===== src/rtl/wb_pkg.sv =====
`default_nettype none
// ============================================================================
// wb_pkg : shared types and load-formatting helpers for the writeback stage
// Rev 1.0
// ============================================================================
package wb_pkg;

  localparam logic [2:0] F3_LB  = 3'b000;
  localparam logic [2:0] F3_LH  = 3'b001;
  localparam logic [2:0] F3_LW  = 3'b010;
  localparam logic [2:0] F3_LBU = 3'b100;
  localparam logic [2:0] F3_LHU = 3'b101;

  typedef struct packed {
    logic [4:0]  rd;
    logic [31:0] value;
  } wb_entry_t;

  typedef enum logic [0:0] {
    ARB_NORMAL = 1'b0,
    ARB_FORCE  = 1'b1
  } wb_arb_state_e;

  function automatic logic ld_legal(input logic [2:0] f3, input logic [1:0] lo);
    case (f3)
      F3_LB, F3_LBU: ld_legal = 1'b1;
      F3_LH, F3_LHU: ld_legal = ~lo[0];
      F3_LW:         ld_legal = (lo == 2'b00);
      default:       ld_legal = 1'b0;
    endcase
  endfunction

  function automatic logic [31:0] ld_format(input logic [2:0] f3, input logic [1:0] lo,
                                            input logic [31:0] w);
    logic [7:0]  b;
    logic [15:0] h;
    b = w[{lo, 3'b000} +: 8];
    h = lo[1] ? w[31:16] : w[15:0];
    case (f3)
      F3_LB:   ld_format = {{24{b[7]}}, b};
      F3_LBU:  ld_format = {24'b0, b};
      F3_LH:   ld_format = {{16{h[15]}}, h};
      F3_LHU:  ld_format = {16'b0, h};
      default: ld_format = w;
    endcase
  endfunction

endpackage
`default_nettype wire


===== src/rtl/wb_if.sv =====
`default_nettype none
// ============================================================================
// wb_if : ALU / load-response / register-file-write bundle of the writeback stage
// Optional forwarding signals under WB_FORWARD_EN. Rev 1.0
// ============================================================================
interface wb_if;
  logic        alu_valid;
  logic        alu_ready;
  logic [4:0]  alu_rd;
  logic [31:0] alu_result;
  logic        ld_valid;
  logic        ld_ready;
  logic [4:0]  ld_rd;
  logic [2:0]  ld_funct3;
  logic [1:0]  ld_addr_lo;
  logic [31:0] ld_rdata;
  logic        rf_write_enable;
  logic [4:0]  rf_write_address;
  logic [31:0] rf_write_value;
  logic        ld_err;
`ifdef WB_FORWARD_EN
  logic        fwd_valid;
  logic [4:0]  fwd_rd;
  logic [31:0] fwd_value;
  logic [4:0]  fwd_q_rd;
  logic        fwd_q_hit;
  logic [31:0] fwd_q_value;
`endif

  modport master (
    output alu_valid, alu_rd, alu_result,
    output ld_valid, ld_rd, ld_funct3, ld_addr_lo, ld_rdata,
    input  alu_ready, ld_ready,
    input  rf_write_enable, rf_write_address, rf_write_value, ld_err
`ifdef WB_FORWARD_EN
    , input fwd_valid, fwd_rd, fwd_value, fwd_q_hit, fwd_q_value
    , output fwd_q_rd
`endif
  );

  modport slave (
    input  alu_valid, alu_rd, alu_result,
    input  ld_valid, ld_rd, ld_funct3, ld_addr_lo, ld_rdata,
    output alu_ready, ld_ready,
    output rf_write_enable, rf_write_address, rf_write_value, ld_err
`ifdef WB_FORWARD_EN
    , output fwd_valid, fwd_rd, fwd_value, fwd_q_hit, fwd_q_value
    , input fwd_q_rd
`endif
  );
endinterface
`default_nettype wire


===== src/rtl/wb_load_queue.sv =====
`default_nettype none
// ============================================================================
// wb_load_queue : circular FIFO of formatted load results (youngest-first search
// under WB_FORWARD_EN). Rev 1.0
// ============================================================================
module wb_load_queue
  import wb_pkg::*;
#(
  parameter int DEPTH = 2
) (
  input  logic      clk,
  input  logic      rst_n,
  input  logic      push_i,
  input  wb_entry_t push_entry_i,
  input  logic      pop_i,
  output wb_entry_t head_o,
  output logic      full_o,
  output logic      empty_o
`ifdef WB_FORWARD_EN
  , input  logic [4:0]  q_rd_i
  , output logic        q_hit_o
  , output logic [31:0] q_value_o
`endif
);

  localparam int PTR_W = $clog2(DEPTH);
  localparam int CNT_W = PTR_W + 1;

  wb_entry_t        mem_q [DEPTH];
  logic [PTR_W-1:0] wr_ptr_q, rd_ptr_q;
  logic [CNT_W-1:0] count_q;
  logic             w_push, w_pop;

  assign full_o  = (count_q == CNT_W'(DEPTH));
  assign empty_o = (count_q == '0);
  assign w_push  = push_i & ~full_o;
  assign w_pop   = pop_i & ~empty_o;
  assign head_o  = mem_q[rd_ptr_q];

  always_ff @(posedge clk or negedge rst_n) begin
    if (!rst_n) begin
      wr_ptr_q <= '0;
      rd_ptr_q <= '0;
      count_q  <= '0;
    end else begin
      if (w_push) wr_ptr_q <= wr_ptr_q + PTR_W'(1);
      if (w_pop)  rd_ptr_q <= rd_ptr_q + PTR_W'(1);
      case ({w_push, w_pop})
        2'b10:   count_q <= count_q + CNT_W'(1);
        2'b01:   count_q <= count_q - CNT_W'(1);
        default: count_q <= count_q;
      endcase
    end
  end

  // Payload storage needs no reset: the count alone defines which slots are live.
  always_ff @(posedge clk) begin
    if (w_push) mem_q[wr_ptr_q] <= push_entry_i;
  end

`ifdef WB_FORWARD_EN
  always_comb begin
    q_hit_o   = 1'b0;
    q_value_o = '0;
    for (int i = 0; i < DEPTH; i++) begin
      if ((CNT_W'(i) < count_q) && (mem_q[rd_ptr_q + PTR_W'(i)].rd == q_rd_i)) begin
        q_hit_o   = 1'b1;
        q_value_o = mem_q[rd_ptr_q + PTR_W'(i)].value;
      end
    end
  end
`endif

endmodule
`default_nettype wire


===== src/rtl/writeback_stage.sv =====
`default_nettype none
// ============================================================================
// writeback_stage : arbitrates ALU results and queued loads onto one registered
// register-file write port. Optional forwarding via WB_FORWARD_EN. Rev 1.0
// ============================================================================
module writeback_stage
  import wb_pkg::*;
#(
  parameter int LQ_DEPTH     = 2,
  parameter int STARVE_LIMIT = 4
) (
  input logic clk,
  input logic rst_n,
  wb_if.slave bus
);

  localparam int SC_W = (STARVE_LIMIT > 1) ? $clog2(STARVE_LIMIT) : 1;

  wb_arb_state_e   state_q, state_d;
  logic [SC_W-1:0] starve_q, starve_d;
  logic            we_q, we_d;
  logic [4:0]      wa_q, wa_d;
  logic [31:0]     wv_q, wv_d;
  logic            err_q, err_d;

  logic      w_full, w_empty, w_push, w_pop;
  logic      w_alu_acc, w_ld_acc, w_ld_ok, w_ld_live;
  wb_entry_t w_head, w_push_entry;

  assign bus.alu_ready = (state_q == ARB_NORMAL);
  assign bus.ld_ready  = ~w_full;
  assign w_alu_acc     = bus.alu_valid & bus.alu_ready;
  assign w_ld_acc      = bus.ld_valid & bus.ld_ready;
  assign w_ld_ok       = ld_legal(bus.ld_funct3, bus.ld_addr_lo);
  assign w_ld_live     = w_ld_acc & (bus.ld_rd != 5'd0);
  assign w_push        = w_ld_live & w_ld_ok;
  assign w_push_entry  = '{rd: bus.ld_rd, value: ld_format(bus.ld_funct3, bus.ld_addr_lo, bus.ld_rdata)};
  // The head only drains when the ALU cannot be accepted, so writes never collide.
  assign w_pop         = ~w_empty & ((state_q == ARB_FORCE) | ~bus.alu_valid);

  wb_load_queue #(.DEPTH(LQ_DEPTH)) u_lq (
    .clk          (clk),
    .rst_n        (rst_n),
    .push_i       (w_push),
    .push_entry_i (w_push_entry),
    .pop_i        (w_pop),
    .head_o       (w_head),
    .full_o       (w_full),
    .empty_o      (w_empty)
`ifdef WB_FORWARD_EN
    , .q_rd_i     (bus.fwd_q_rd)
    , .q_hit_o    (bus.fwd_q_hit)
    , .q_value_o  (bus.fwd_q_value)
`endif
  );

  always_comb begin
    state_d  = state_q;
    starve_d = starve_q;
    if (w_empty || w_pop) begin
      starve_d = '0;
    end else if ((state_q == ARB_NORMAL) && bus.alu_valid) begin
      starve_d = starve_q + SC_W'(1);
    end
    case (state_q)
      ARB_NORMAL: begin
        if (!w_empty && !w_pop && bus.alu_valid &&
            ((int'(starve_q) + 1) >= (STARVE_LIMIT - 1)))
          state_d = ARB_FORCE;
      end
      ARB_FORCE: begin
        if (w_pop) state_d = ARB_NORMAL;
      end
      default: state_d = ARB_NORMAL;
    endcase
  end

  always_comb begin
    we_d  = 1'b0;
    wa_d  = wa_q;
    wv_d  = wv_q;
    err_d = w_ld_live & ~w_ld_ok;
    if (w_pop) begin
      we_d = 1'b1;
      wa_d = w_head.rd;
      wv_d = w_head.value;
    end else if (w_alu_acc && (bus.alu_rd != 5'd0)) begin
      we_d = 1'b1;
      wa_d = bus.alu_rd;
      wv_d = bus.alu_result;
    end
  end

  always_ff @(posedge clk or negedge rst_n) begin
    if (!rst_n) begin
      state_q  <= ARB_NORMAL;
      starve_q <= '0;
      we_q     <= 1'b0;
      wa_q     <= '0;
      wv_q     <= '0;
      err_q    <= 1'b0;
    end else begin
      state_q  <= state_d;
      starve_q <= starve_d;
      we_q     <= we_d;
      wa_q     <= wa_d;
      wv_q     <= wv_d;
      err_q    <= err_d;
    end
  end

  assign bus.rf_write_enable  = we_q;
  assign bus.rf_write_address = wa_q;
  assign bus.rf_write_value   = wv_q;
  assign bus.ld_err           = err_q;

`ifdef WB_FORWARD_EN
  assign bus.fwd_valid = we_q;
  assign bus.fwd_rd    = wa_q;
  assign bus.fwd_value = wv_q;
`endif

endmodule
`default_nettype wire


===== src/flat_wrapper.sv =====
// flat-port wrapper written by rule: the top's interface ports become plain ports
module writeback_stage_flat import wb_pkg::*;
#(
  parameter int LQ_DEPTH     = 2,
  parameter int STARVE_LIMIT = 4
)
  (clk, rst_n, bus_alu_valid, bus_alu_rd, bus_alu_result, bus_ld_valid, bus_ld_rd, bus_ld_funct3, bus_ld_addr_lo, bus_ld_rdata, bus_alu_ready, bus_ld_ready, bus_rf_write_enable, bus_rf_write_address, bus_rf_write_value, bus_ld_err);
  wb_if bus_i ();
  input logic clk;
  input logic rst_n;
  input wire logic [$bits(bus_i.alu_valid)-1:0] bus_alu_valid;
  input wire logic [$bits(bus_i.alu_rd)-1:0] bus_alu_rd;
  input wire logic [$bits(bus_i.alu_result)-1:0] bus_alu_result;
  input wire logic [$bits(bus_i.ld_valid)-1:0] bus_ld_valid;
  input wire logic [$bits(bus_i.ld_rd)-1:0] bus_ld_rd;
  input wire logic [$bits(bus_i.ld_funct3)-1:0] bus_ld_funct3;
  input wire logic [$bits(bus_i.ld_addr_lo)-1:0] bus_ld_addr_lo;
  input wire logic [$bits(bus_i.ld_rdata)-1:0] bus_ld_rdata;
  output wire logic [$bits(bus_i.alu_ready)-1:0] bus_alu_ready;
  output wire logic [$bits(bus_i.ld_ready)-1:0] bus_ld_ready;
  output wire logic [$bits(bus_i.rf_write_enable)-1:0] bus_rf_write_enable;
  output wire logic [$bits(bus_i.rf_write_address)-1:0] bus_rf_write_address;
  output wire logic [$bits(bus_i.rf_write_value)-1:0] bus_rf_write_value;
  output wire logic [$bits(bus_i.ld_err)-1:0] bus_ld_err;
  assign bus_i.alu_valid = bus_alu_valid;
  assign bus_i.alu_rd = bus_alu_rd;
  assign bus_i.alu_result = bus_alu_result;
  assign bus_i.ld_valid = bus_ld_valid;
  assign bus_i.ld_rd = bus_ld_rd;
  assign bus_i.ld_funct3 = bus_ld_funct3;
  assign bus_i.ld_addr_lo = bus_ld_addr_lo;
  assign bus_i.ld_rdata = bus_ld_rdata;
  assign bus_alu_ready = bus_i.alu_ready;
  assign bus_ld_ready = bus_i.ld_ready;
  assign bus_rf_write_enable = bus_i.rf_write_enable;
  assign bus_rf_write_address = bus_i.rf_write_address;
  assign bus_rf_write_value = bus_i.rf_write_value;
  assign bus_ld_err = bus_i.ld_err;
  writeback_stage #(.LQ_DEPTH(LQ_DEPTH), .STARVE_LIMIT(STARVE_LIMIT)) u_core (.clk(clk), .rst_n(rst_n), .bus(bus_i));
endmodule

===== config.mk =====
export PLATFORM = sky130hd
export DESIGN_NAME = writeback_stage_flat
export DESIGN_NICKNAME = d
export VERILOG_FILES = /design/src/rtl/wb_pkg.sv /design/src/rtl/wb_if.sv /design/src/rtl/wb_load_queue.sv /design/src/rtl/writeback_stage.sv /design/src/flat_wrapper.sv
export SDC_FILE = /design/constraint.sdc
export NUM_CORES = 1
export LEC_CHECK = 0
export ABC_AREA = 1
export CORE_MARGIN = 3
export CORE_UTILIZATION = 48
export CTS_CLUSTER_SIZE = 16
export DETAILED_ROUTE_END_ITERATION = 10
export PLACE_DENSITY = 0.75
export SLEW_MARGIN = 10
export SYNTH_ARGS = -nofsm -noshare
export SYNTH_HDL_FRONTEND = slang
export SYNTH_SLANG_ARGS = --single-unit

===== constraint.sdc =====
create_clock -name clk -period 8.1 [get_ports clk]
set_input_delay 1.62 -clock clk [delete_from_list [all_inputs] [get_ports clk]]
set_output_delay 1.62 -clock clk [all_outputs]
set_load 0.02 [all_outputs]

==> summary.md, run 1 <==
| Metric | Value |
|---|---|
| Run status | completed |
| Setup_tns | 0 ns |
| Vias in the first global route | 4669 |
| Max IR drop VDD | 0.000152 V |
| Asr flop ratio synth | 0.383 |
| Slew @ Worst Pin | 1.15 ns |
| Syn Nets | 805 |
| Crit Path Category | input pin to flip-flop |
| Post-synth top area share | 0.376 |
| Avg Cell Area, Syn | 8.23 sq um |
| Initial antenna violation count | 0 |
| Port bufs | 123 |
| First-pass GRT wire length | 23.6 mm |
| Cts-stage hold buffer count | 0 |
| Largest net degree at the start of global routing | 73 |
| Number of detailed-route iterations in the first pass | 5 |
| Crit-path max cell delay | 1.01 ns |
| Die area | 13700 sq um |
| Worst setup SP type | input pin |
| Cell row count | 39 |
| # resized after CTS | 0 |
| Cell count after synthesis | 719 |
| Chip Width | 117 um |
| Root buffer cell | clkbuf_16 |
| EDFF count, synth | 74 |
| Final setup viols | 0 |
| Overflow after GRT | 0 |
| Wirelength, routed | 15.0 mm |
| DP HPWL | 10.8 mm |
| Area growth, synth to finish | 31.3% |
| Worst setup EP type | flip-flop |
| Leak | 0.00371 uW |
| Postcts setup bufs | 0 |
| Top post-synthesis cells by area | edfxtp_1 (38%), nand2_1 (25%), dfrtp_1 (19%) |
| Antenna cells | 0 |
| CTS tree | done |
| Unique masters post-synth | 27 |
| Minimum clock period | 3.92 ns |
| Cell Pwr Density | 331 nW/um^2 |
| Dominant cell type by area after synthesis | edfxtp_1 |
| Final period utilization | 0.484 |
| Peak Freq | 0.255 GHz |
| Crit-path cells | clkdlybuf4s50_1, inv_2, nand2_1, nand2_1, nand2_1, nor2_2, buf_4 |
| Initial DRC count | 565 |
| CTS H-Tree Depth | 4 |
| IO Pins | 124 |
| Fin Clk Skew | 0.0101 ns |
| Layout cells sized above 1 | 0.0593 |
| Sequential share of the synthesized area | 0.570 |
| Core Region | 11700 sq um |
| Initial core utilization | 0.505 |
| WHS | 0.462 ns |
| Final Wtd Congestion | 0.931 |
| Total of max-cap violations | 0 |
| Synth warn | 0 |
| GRT Resource Usage Total | 0.224 |
| Crit Path Max Fanout | 37 |
| Residual DRC count | 0 |
| Most used DFF post-synth | edfxtp_1 |
| Die height | 117 um |
| Cell area after synthesis | 5920 sq um |
| Max_slew headroom | 0.234 |
| Clk buf depth | 2 |
| Drt via density | 5.08 |
| Final net count | 916 |
| Clock Latency Late Sink | 0.41 ns |
| Count of pins over their slew limit | 0 |
| CP arrival | 3.96 ns |
| Slowest cell on crit path | clkdlybuf4s50_1 |
| DRT antenna net count | 0 |
| Worst EP required | 8.15 ns |
| Fin. Hold Viols | 0 |
| Inserted Clock Buffers | 17 |
| Most frequent cell on the critical path | nand2_1 |
| Worst min path class | flip-flop to flip-flop |
| Post-synthesis register bit count | 120 |
| RSZ-0062 raised after global routing | false |
| DR vias | 5008 |
| Clock sinks | 120 |
| Clock Pin Slew Worst Setup and Hold Paths | 0.06 ns |
| Routed WL per cell | 15.2 um |
metrics by stage:
stage	util	area, sq um	total power [uW]	std cells	setup WS (ns)
2_1_floorplan	-	5920	1470	719	3.96
5_1_grt	0.663	7770	2730	986	3.97
4_1_cts	0.663	7770	2590	986	4.18
6_report	0.663	7770	2570	986	4.18
3_5_place_dp	0.610	7150	1820	954	3.76
3_3_place_gp	0.610	7150	1800	954	3.86
layer usage:
layer | vias up | global-route usage | wire length (um)
met4 | 0 | 0.0780 | 292
met5 | - | 0 | 0
met2 | 194 | 0.352 | 6940
met1 | 2281 | 0.315 | 6830
met3 | 23 | 0.0422 | 926
li1 | 2510 | - | -
power by group:
group	internal [uW]	switching, uW	total [uW]
Combinational	355	568	923
Sequential	812	76.3	888
Clock	493	269	763
Total	1660	914	2570
registers in the layout (all words and copies together) (netlist names):
register                     count
u_core.u_lq.wr_ptr_q             1
u_core.state_q                   1
u_core.bus.ld_err                1
u_core.bus.rf_write_value       32
u_core.bus.rf_write_enable       1
u_core.bus.rf_write_address      5
u_core.u_lq.count_q              2
u_core.starve_q                  2
u_core.u_lq.mem_q               74
u_core.u_lq.rd_ptr_q             1
cells in the mapped netlist, drive strengths merged, types with 2 or more instances:
cell type	instances
o211ai	2
nand3	79
nor2	23
o21ai	13
clkbuf	2
ha	3
dfrtp	46
edfxtp	74
or2	3
a21oi	4
inv	43
buf	33
xnor2	2
nand2	389
layout by cell type (no fill, tap or decap):
cell type	count
clkbuf_16	19
xnor2_1	2
clkinv_4	5
nand2_4	1
o211ai_1	2
inv_6	2
or2_1	2
a21boi_0	1
nor2_4	2
nor2_1	17
nor2_2	4
o21ai_0	13
inv_1	39
edfxtp_1	74
nand3_1	78
nand4_1	1
buf_2	1
clkinvlp_4	2
nand3_2	1
clkdlybuf4s50_1	122
dfrtp_1	46
inv_2	4
xor2_1	1
nand2_2	2
buf_4	4
or2_2	1
bufinv_16	2
nand2_1	386
clkbuf_1	2
ha_1	3
a21oi_1	4
final cells by class:
class	count	area, sq um
repair buffers	127	1260
inverters	43	161
clock buffers	21	483
fillers	937	3940
clock inverters	11	136
well taps	143	179
multi-input cells	521	2180
flip-flops and latches	120	3370
critical path, delay by kind of cell:
| family | cells | cell delay (ns) |
|---|---|---|
| buf+inv | 3 | 1.79 |
| simple gates | 4 | 0.53 |
cell families after synthesis:
logic type               count (synthesis)  share of synthesized area
buffers and inverters                   78                     0.0620
AO/OA/AOI/OAI                           20                     0.0182
adder cells (fa/ha/maj)                  3                    0.00635
flip-flops                             120                      0.570
XOR/XNOR                                 3                    0.00444
AND/OR/NAND/NOR                        495                      0.339
path summary, 6_finish.rpt:
| path | from | end | slack [ns] | cells past startpoint |
|---|---|---|---|---|
| hold reg to reg | u_core.starve_q[0]$_DFFE_PN0P_ | u_core.starve_q[0]$_DFFE_PN0P_ | 0.46 | 1 |
| max in group asynchronous | rst_n | u_core.bus.rf_write_value[11]$_DFFE_PN0P_ | 6.06 | 1 |
| hold / removal | u_core.starve_q[0]$_DFFE_PN0P_ | u_core.starve_q[0]$_DFFE_PN0P_ | 0.46 | 1 |
| setup reg to reg | u_core.u_lq.count_q[0]$_DFFE_PN0P_ | u_core.bus.rf_write_value[28]$_DFFE_PN0P_ | 5.85 | 6 |
| min in group asynchronous | rst_n | u_core.bus.ld_err$_DFF_PN0_ | 1.39 | 1 |
| setup / recovery | bus_ld_funct3[1] | u_core.u_lq.mem_q[1][19]$_DFFE_PP_ | 4.18 | 7 |
Power figures use the tool's default switching activity.
==> inputs of run 2 (changes only) <==
Clock period 8.1 ns to 4.01 ns, I/O delays scaled along.
==> summary.md, run 2 (synthesis gave the netlist of run 1 again) <==
| Metric | Value |
|---|---|
| DRT antenna net count | 0 (unchanged) |
| Routed WL per cell | 16.1 um (+5.8%) |
| GRT Resource Usage Total | 0.241 (+0.0169) |
| Overall Power | 5230 uW (+100%) |
| Cell Pwr Density | 673 nW/um^2 (+100%) |
| Worst setup EP type | flip-flop |
| Reg2Reg Launch Point | u_core.u_lq.count_q[0]$_DFFE_PN0P_ |
| Total of max-cap violations | 0 (unchanged) |
| Crit Path Category | input pin to flip-flop |
| Count of pins over their slew limit | 0 (unchanged) |
| Die height | 117 um (unchanged) |
| Clk buf depth | 2 (unchanged) |
| Run status | completed |
| Postcts setup bufs | 0 (unchanged) |
| Cts-stage hold buffer count | 0 (unchanged) |
| Slew @ Worst Pin | 1.05 ns (-0.0999 ns) |
| CTS H-Tree Depth | 4 (unchanged) |
| Clock Latency Late Sink | 0.41 ns (about the same) |
| Fill cells | 964 (+2.9%) |
| Clock sinks | 120 (unchanged) |
| Max IR drop VDD | 0.000329 V (+120%) |
| Number of detailed-route iterations in the first pass | 4 (-1) |
| Leak | 0.00372 uW (+0.39%) |
| Chip Width | 117 um (unchanged) |
| DP HPWL | 11.4 mm (+5.7%) |
| Reg-to-Reg End | u_core.u_lq.count_q[1]$_DFFE_PN0P_ |
| Initial antenna violation count | 0 (unchanged) |
| Die area | 13700 sq um (unchanged) |
| Fin Clk Skew | 0.0118 ns (+0.00161 ns) |
| Setup_tns | 0 ns (unchanged) |
| Hold Crit Depth | 1 (unchanged) |
| P_sw | 1840 uW (+100%) |
| Max reg flops | 74 (unchanged) |
| Final Wtd Congestion | 0.897 (-3.7%) |
| First-pass GRT wire length | 25.2 mm (+6.8%) |
| Final net count | 919 (+0.33%) |
| Wirelength, routed | 15.9 mm (+6.2%) |
| Cells after DPL | 957 (+0.31%) |
| Inserted Clock Buffers | 17 (unchanged) |
| Top reg by flops | u_core.u_lq.mem_q |
| Layout cells sized above 1 | 0.0626 (+0.00334) |
| Antenna cells | 0 (unchanged) |
| Clk pwr share | 0.297 (about the same) |
| Worst min path class | flip-flop to flip-flop |
| Vias in the first global route | 5059 (+8.4%) |
| Worst setup SP type | input pin |
| Core Region | 11700 sq um (unchanged) |
| Area growth, synth to finish | 31.5% |
| Combinational share of power | 0.360 (about the same) |
| Reg2reg path depth | 6 (unchanged) |
| Residual DRC count | 0 (unchanged) |
| Initial core utilization | 0.505 (unchanged) |
| Multi-input gate area | 2180 sq um (-0.11%) |
| Max_slew headroom | 0.303 (+0.0690) |
| Commonest non-fill, non-tap cell in the layout | nand2_1 |
| Worst EP required | 4.28 ns (-3.87 ns) |
| Register Area | 3370 sq um (unchanged) |
| Fin cells | 989 (+0.30%) |
| DR vias | 5172 (+3.3%) |
| CTS tree | done |
| Root buffer cell | clkbuf_16 |
| Largest net degree at the start of global routing | 72 (-1.4%) |
| FF-to-FF setup slack | 1.88 ns (-3.97 ns) |
| Final setup viols | 0 (unchanged) |
| Crit Path Max Fanout | 16 (-57%) |
| Drt via density | 5.23 (+3.0%) |
| RSZ-0062 raised after global routing | false |
| Initial DRC count | 690 (+22%) |
| Minimum clock period | 2.59 ns |
| Port bufs | 123 (unchanged) |
| CP arrival | 2.86 ns (-1.10 ns) |
| Final period utilization | 0.647 |
| IO Pins | 124 (unchanged) |
| P_int | 3400 uW (+100%) |
| Critical hold path startpoint | u_core.starve_q[0]$_DFFE_PN0P_ |
| Clock Pin Slew Worst Setup and Hold Paths | 0.05 ns (about the same) |
| Peak Freq | 0.385 GHz |
| Switch share | 0.351 (-0.00388) |
| Cell row count | 39 (unchanged) |
| Most frequent cells in the layout | nand2_1 (387), clkdlybuf4s50_1 (122), nand3_1 (78) |
| Fin. Hold Viols | 0 (unchanged) |
| Overflow after GRT | 0 (unchanged) |
| # resized after CTS | 0 (unchanged) |
| Worst hold endpoint | u_core.starve_q[0]$_DFFE_PN0P_ |
| Sequential fraction of design power | 0.343 (-0.002) |
-- run 2: changes by cell type in the layout (fill, tap and decap cells not counted), sizes merged --
cell	delta
buf	+3
bufinv	+2
clkbuf	-3
clkinv	+2
clkinvlp	+1
inv	-2
-- run 2: how the worst max path moves through the flow --
stage                 startpoint                            endpoint  slack (ns)  depth (start not counted)
2_1_floorplan  bus_ld_addr_lo[1]   u_core.u_lq.mem_q[1][0]$_DFFE_PP_        0.69                          6
3_3_place_gp   bus_ld_addr_lo[1]   u_core.u_lq.mem_q[0][4]$_DFFE_PP_        0.94                          4
3_5_place_dp   bus_ld_addr_lo[1]  u_core.u_lq.mem_q[1][21]$_DFFE_PP_        1.02                          7
4_1_cts        bus_ld_addr_lo[1]  u_core.u_lq.mem_q[1][21]$_DFFE_PP_        1.43                          7
5_1_grt        bus_ld_addr_lo[1]   u_core.u_lq.mem_q[0][5]$_DFFE_PP_        1.24                          7
6_report       bus_ld_addr_lo[1]   u_core.u_lq.mem_q[0][3]$_DFFE_PP_        1.42                          7
-- run 2: worst max-delay path, stage by stage --
cell	delay (ns)
clkdlybuf4s50_1	0.84
inv_1	0.36
a21oi_1	0.52
nand2_1	0.11
nand2_1	0.08
nand2_1	0.06
inv_1	0.07
-- run 2: routing by layer --
metal	global-route usage	wire length [um]	vias up
li1	-	-	2514
met1	0.329	7000	2394
met2	0.378	7480	229
met5	0	0	-
met3	0.0530	1020	35
met4	0.0971	413	0
-- run 2: metrics by stage --
stage / hold slack, ns / utilization / instance area, sq um / setup slack, ns
after floorplan: 0.428 / - / 5920 / 0.691
after global placement: 0.439 / 0.612 / 7170 / 0.944
after detailed placement: 0.448 / 0.612 / 7170 / 1.02
after CTS: 0.455 / 0.664 / 7780 / 1.43
after global routing: 0.488 / 0.664 / 7780 / 1.24
final: 0.449 / 0.664 / 7780 / 1.42
-- run 2: final cells by class --
class	instances	share of cell area
Timing Repair Buffer	130	0.164
Sequential cell	120	0.434
Multi-Input combinational cell	521	0.280
Inverter	43	0.0207
Clock buffer	18	0.0552
Tap cell	143	0.0230
Clock inverter	14	0.0233
-- run 2: power groups by stage --
stage | clock, uW | sequential [uW] | combinational, uW
detailed placement | 0 | 1820 | 1880
CTS | 1570 | 1790 | 1890
global placement | 0 | 1800 | 1850
global route | 1630 | 1820 | 2090
floorplan | 0 | 2030 | 939
finish | 1560 | 1790 | 1880
==> inputs of run 3 (changes only) <==
Settings changed: CORE_UTILIZATION 48 to 46.
Clock period 4.01 ns to 2.25 ns, I/O delays scaled along.
==> summary.md, run 3 (synthesis gave the netlist of run 1 again) <==
| Metric | Value |
|---|---|
| Most frequent cells in the layout | nand2_1 (387), clkdlybuf4s50_1 (122), nand3_1 (78) |
| FF-to-FF setup slack | 0.48 ns (-1.40 ns) |
| Die height | 119 um (+2.0%) |
| Overflow after GRT | 0 (unchanged) |
| Final Wtd Congestion | 0.870 (-3.0%) |
| Vias in the first global route | 4994 (-1.3%) |
| First-pass GRT wire length | 24.8 mm (-1.3%) |
| Core Region | 12300 sq um (+5.1%) |
| Initial antenna violation count | 0 (unchanged) |
| Peak Freq | 0.487 GHz |
| Crit-path max cell delay | 0.59 ns (-0.25 ns) |
| Setup_tns | 0 ns (unchanged) |
| Max IR drop VDD | 0.000665 V (+100%) |
| Initial core utilization | 0.480 (-0.0246) |
| Hold Crit Depth | 1 (unchanged) |
| Clk buf depth | 2 (unchanged) |
| Worst setup SP type | flip-flop |
| Max reg flops | 74 (unchanged) |
| Total of max-cap violations | 0 (unchanged) |
| Port bufs | 123 (unchanged) |
| Worst hold endpoint | u_core.starve_q[0]$_DFFE_PN0P_ |
| Register Area | 3370 sq um (unchanged) |
| Top reg by flops | u_core.u_lq.mem_q |
| Worst min path class | flip-flop to flip-flop |
| Slowest cell on crit path | clkdlybuf4s50_1 |
| Worst EP required | 1.80 ns (-2.48 ns) |
| Clock sinks | 120 (unchanged) |
| CP startpoint | u_core.u_lq.count_q[0]$_DFFE_PN0P_ |
| Slew @ Worst Pin | 0.618 ns (-0.428 ns) |
| CTS tree | done |
| Number of detailed-route iterations in the first pass | 5 (+1) |
| Layout cells sized above 1 | 0.0841 (+0.0215) |
| Chip Width | 119 um (+2.0%) |
| Post-layout util | 0.655 (-0.00944) |
| Run status | completed |
| Max_slew headroom | 0.587 (+0.284) |
| Critical hold path startpoint | u_core.starve_q[0]$_DFFE_PN0P_ |
| Reg2Reg Launch Point | u_core.u_lq.count_q[0]$_DFFE_PN0P_ |
| Antenna cells | 0 (unchanged) |
| Wirelength, routed | 15.0 mm (-5.6%) |
| Die area | 14300 sq um (+4.1%) |
| CTS H-Tree Depth | 4 (unchanged) |
| Routed WL per cell | 14.5 um (-9.9%) |
| Area growth, synth to finish | 36.3% |
| Worst setup EP type | output port |
| WHS | 0.474 ns (+0.0250 ns) |
| Initial DRC count | 562 (-19%) |
| Residual DRC count | 0 (unchanged) |
| Clock Latency Late Sink | 0.41 ns (about the same) |
| CP arrival | 1.60 ns (-1.26 ns) |
| Fin Clk Skew | 0.00378 ns (-0.00798 ns) |
| Crit Path Category | flip-flop to output port |
| Drt via density | 4.99 (-4.6%) |
| DR vias | 5168 (-0.077%) |
| Area after DPL | 7410 sq um (+3.4%) |
| Commonest non-fill, non-tap cell in the layout | nand2_1 |
| DRT antenna net count | 0 (unchanged) |
| Count of pins over their slew limit | 0 (unchanged) |
| Fill cells | 1025 (+6.3%) |
| Cell row count | 40 (+2.6%) |
| Reg2reg path depth | 8 (+2) |
| Design Area, Final | 8060 sq um (+3.6%) |
| RSZ-0062 raised after global routing | false |
| Final setup viols | 0 (unchanged) |
| Leak | 0.00385 uW (+3.4%) |
| Crit Path Max Fanout | 5 (-11) |
| Postcts setup bufs | 0 (unchanged) |
| Multi-input gate area | 2180 sq um (+0.23%) |
| Final period utilization | 0.912 |
| Reg-to-Reg End | u_core.u_lq.mem_q[1][22]$_DFFE_PP_ |
| Crit-path cells | inv_1, nand2_1, clkdlybuf4s50_1 |
| Fin. Hold Viols | 0 (unchanged) |
| Largest net degree at the start of global routing | 46 (-36%) |
| Final net count | 941 (+2.4%) |
| Inserted Clock Buffers | 17 (unchanged) |
| IO Pins | 124 (unchanged) |
| Minimum clock period | 2.05 ns |
| Clock Pin Slew Worst Setup and Hold Paths | 0.05 ns (about the same) |
| Cell Pwr Density | 1170 nW/um^2 (+75%) |
| DP HPWL | 10.8 mm (-5.4%) |
| GRT Resource Usage Total | 0.219 (-0.0220) |
| Root buffer cell | clkbuf_16 |
-- run 3: cell types whose count changed in the layout (fill, tap and decap cells not counted) --
cell,change
clkbuf_16,+3
buf_12,+4
clkbuf_1,+1
bufinv_16,-2
clkinv_4,-1
clkbuf_8,+2
nor2_4,+1
clkinvlp_4,+1
nor2_2,-1
buf_4,+17
inv_6,+1
clkinv_2,-5
dlygate4sd3_1,+1
-- run 3: report_power, final --
| group | internal (uW) | switching [uW] | leakage [uW] | total (uW) |
|---|---|---|---|---|
| sequential | 2920 | 292 | 0.00125 | 3220 |
| clock | 1890 | 936 | 0.000300 | 2830 |
| combinational | 1380 | 2050 | 0.00230 | 3430 |
-- run 3: layout make-up --
type / instances / share of cell area
Clock buffer: 24 / 0.0664
Sequential cell: 120 / 0.418
Multi-Input combinational cell: 521 / 0.271
Tap cell: 168 / 0.0261
Inverter: 43 / 0.0200
Timing Repair Buffer: 152 / 0.186
Clock inverter: 8 / 0.0129
-- run 3: critical path, delay by kind of cell (launching register included) --
family | cells | cell delay (ns)
DFF | 1 | 0.46
and+or+nand+nor | 1 | 0.06
buffers and inverters | 2 | 0.68
-- run 3: what timing repair did --
action,CTS,global route
resized for setup,0,0
hold buffers,1,0
hold endpoints to repair,14,0
-- run 3: how the worst max path moves through the flow --
stage                                         endpoint  slack (ns)  cells after the start
floorplan            u_core.u_lq.mem_q[0][0]$_DFFE_PP_        0.15                      6
global placement    u_core.u_lq.mem_q[1][16]$_DFFE_PP_        0.07                      8
detailed placement  u_core.u_lq.mem_q[0][17]$_DFFE_PP_        0.03                      8
CTS                                       bus_ld_ready        0.18                      3
global route                              bus_ld_ready        0.11                      3
finish                                    bus_ld_ready        0.20                      3
-- run 3: metrics by stage --
| stage | cells | setup slack [ns] | total power (uW) |
|---|---|---|---|
| global placement | 1003 | 0.0709 | 6570 |
| CTS | 1036 | 0.179 | 9510 |
| finish | 1036 | 0.198 | 9470 |
| global route | 1036 | 0.111 | 10000 |
| detailed placement | 1003 | 0.0251 | 6670 |
| floorplan | 719 | 0.147 | 5290 |
-- run 3: layer usage --
layer	GRT usage	vias up	part of all wire
met5	0	-	0
met4	0.0787	0	0.022
met3	0.0456	27	0.072
met2	0.362	203	0.48
met1	0.287	2381	0.42
li1	-	2557	-
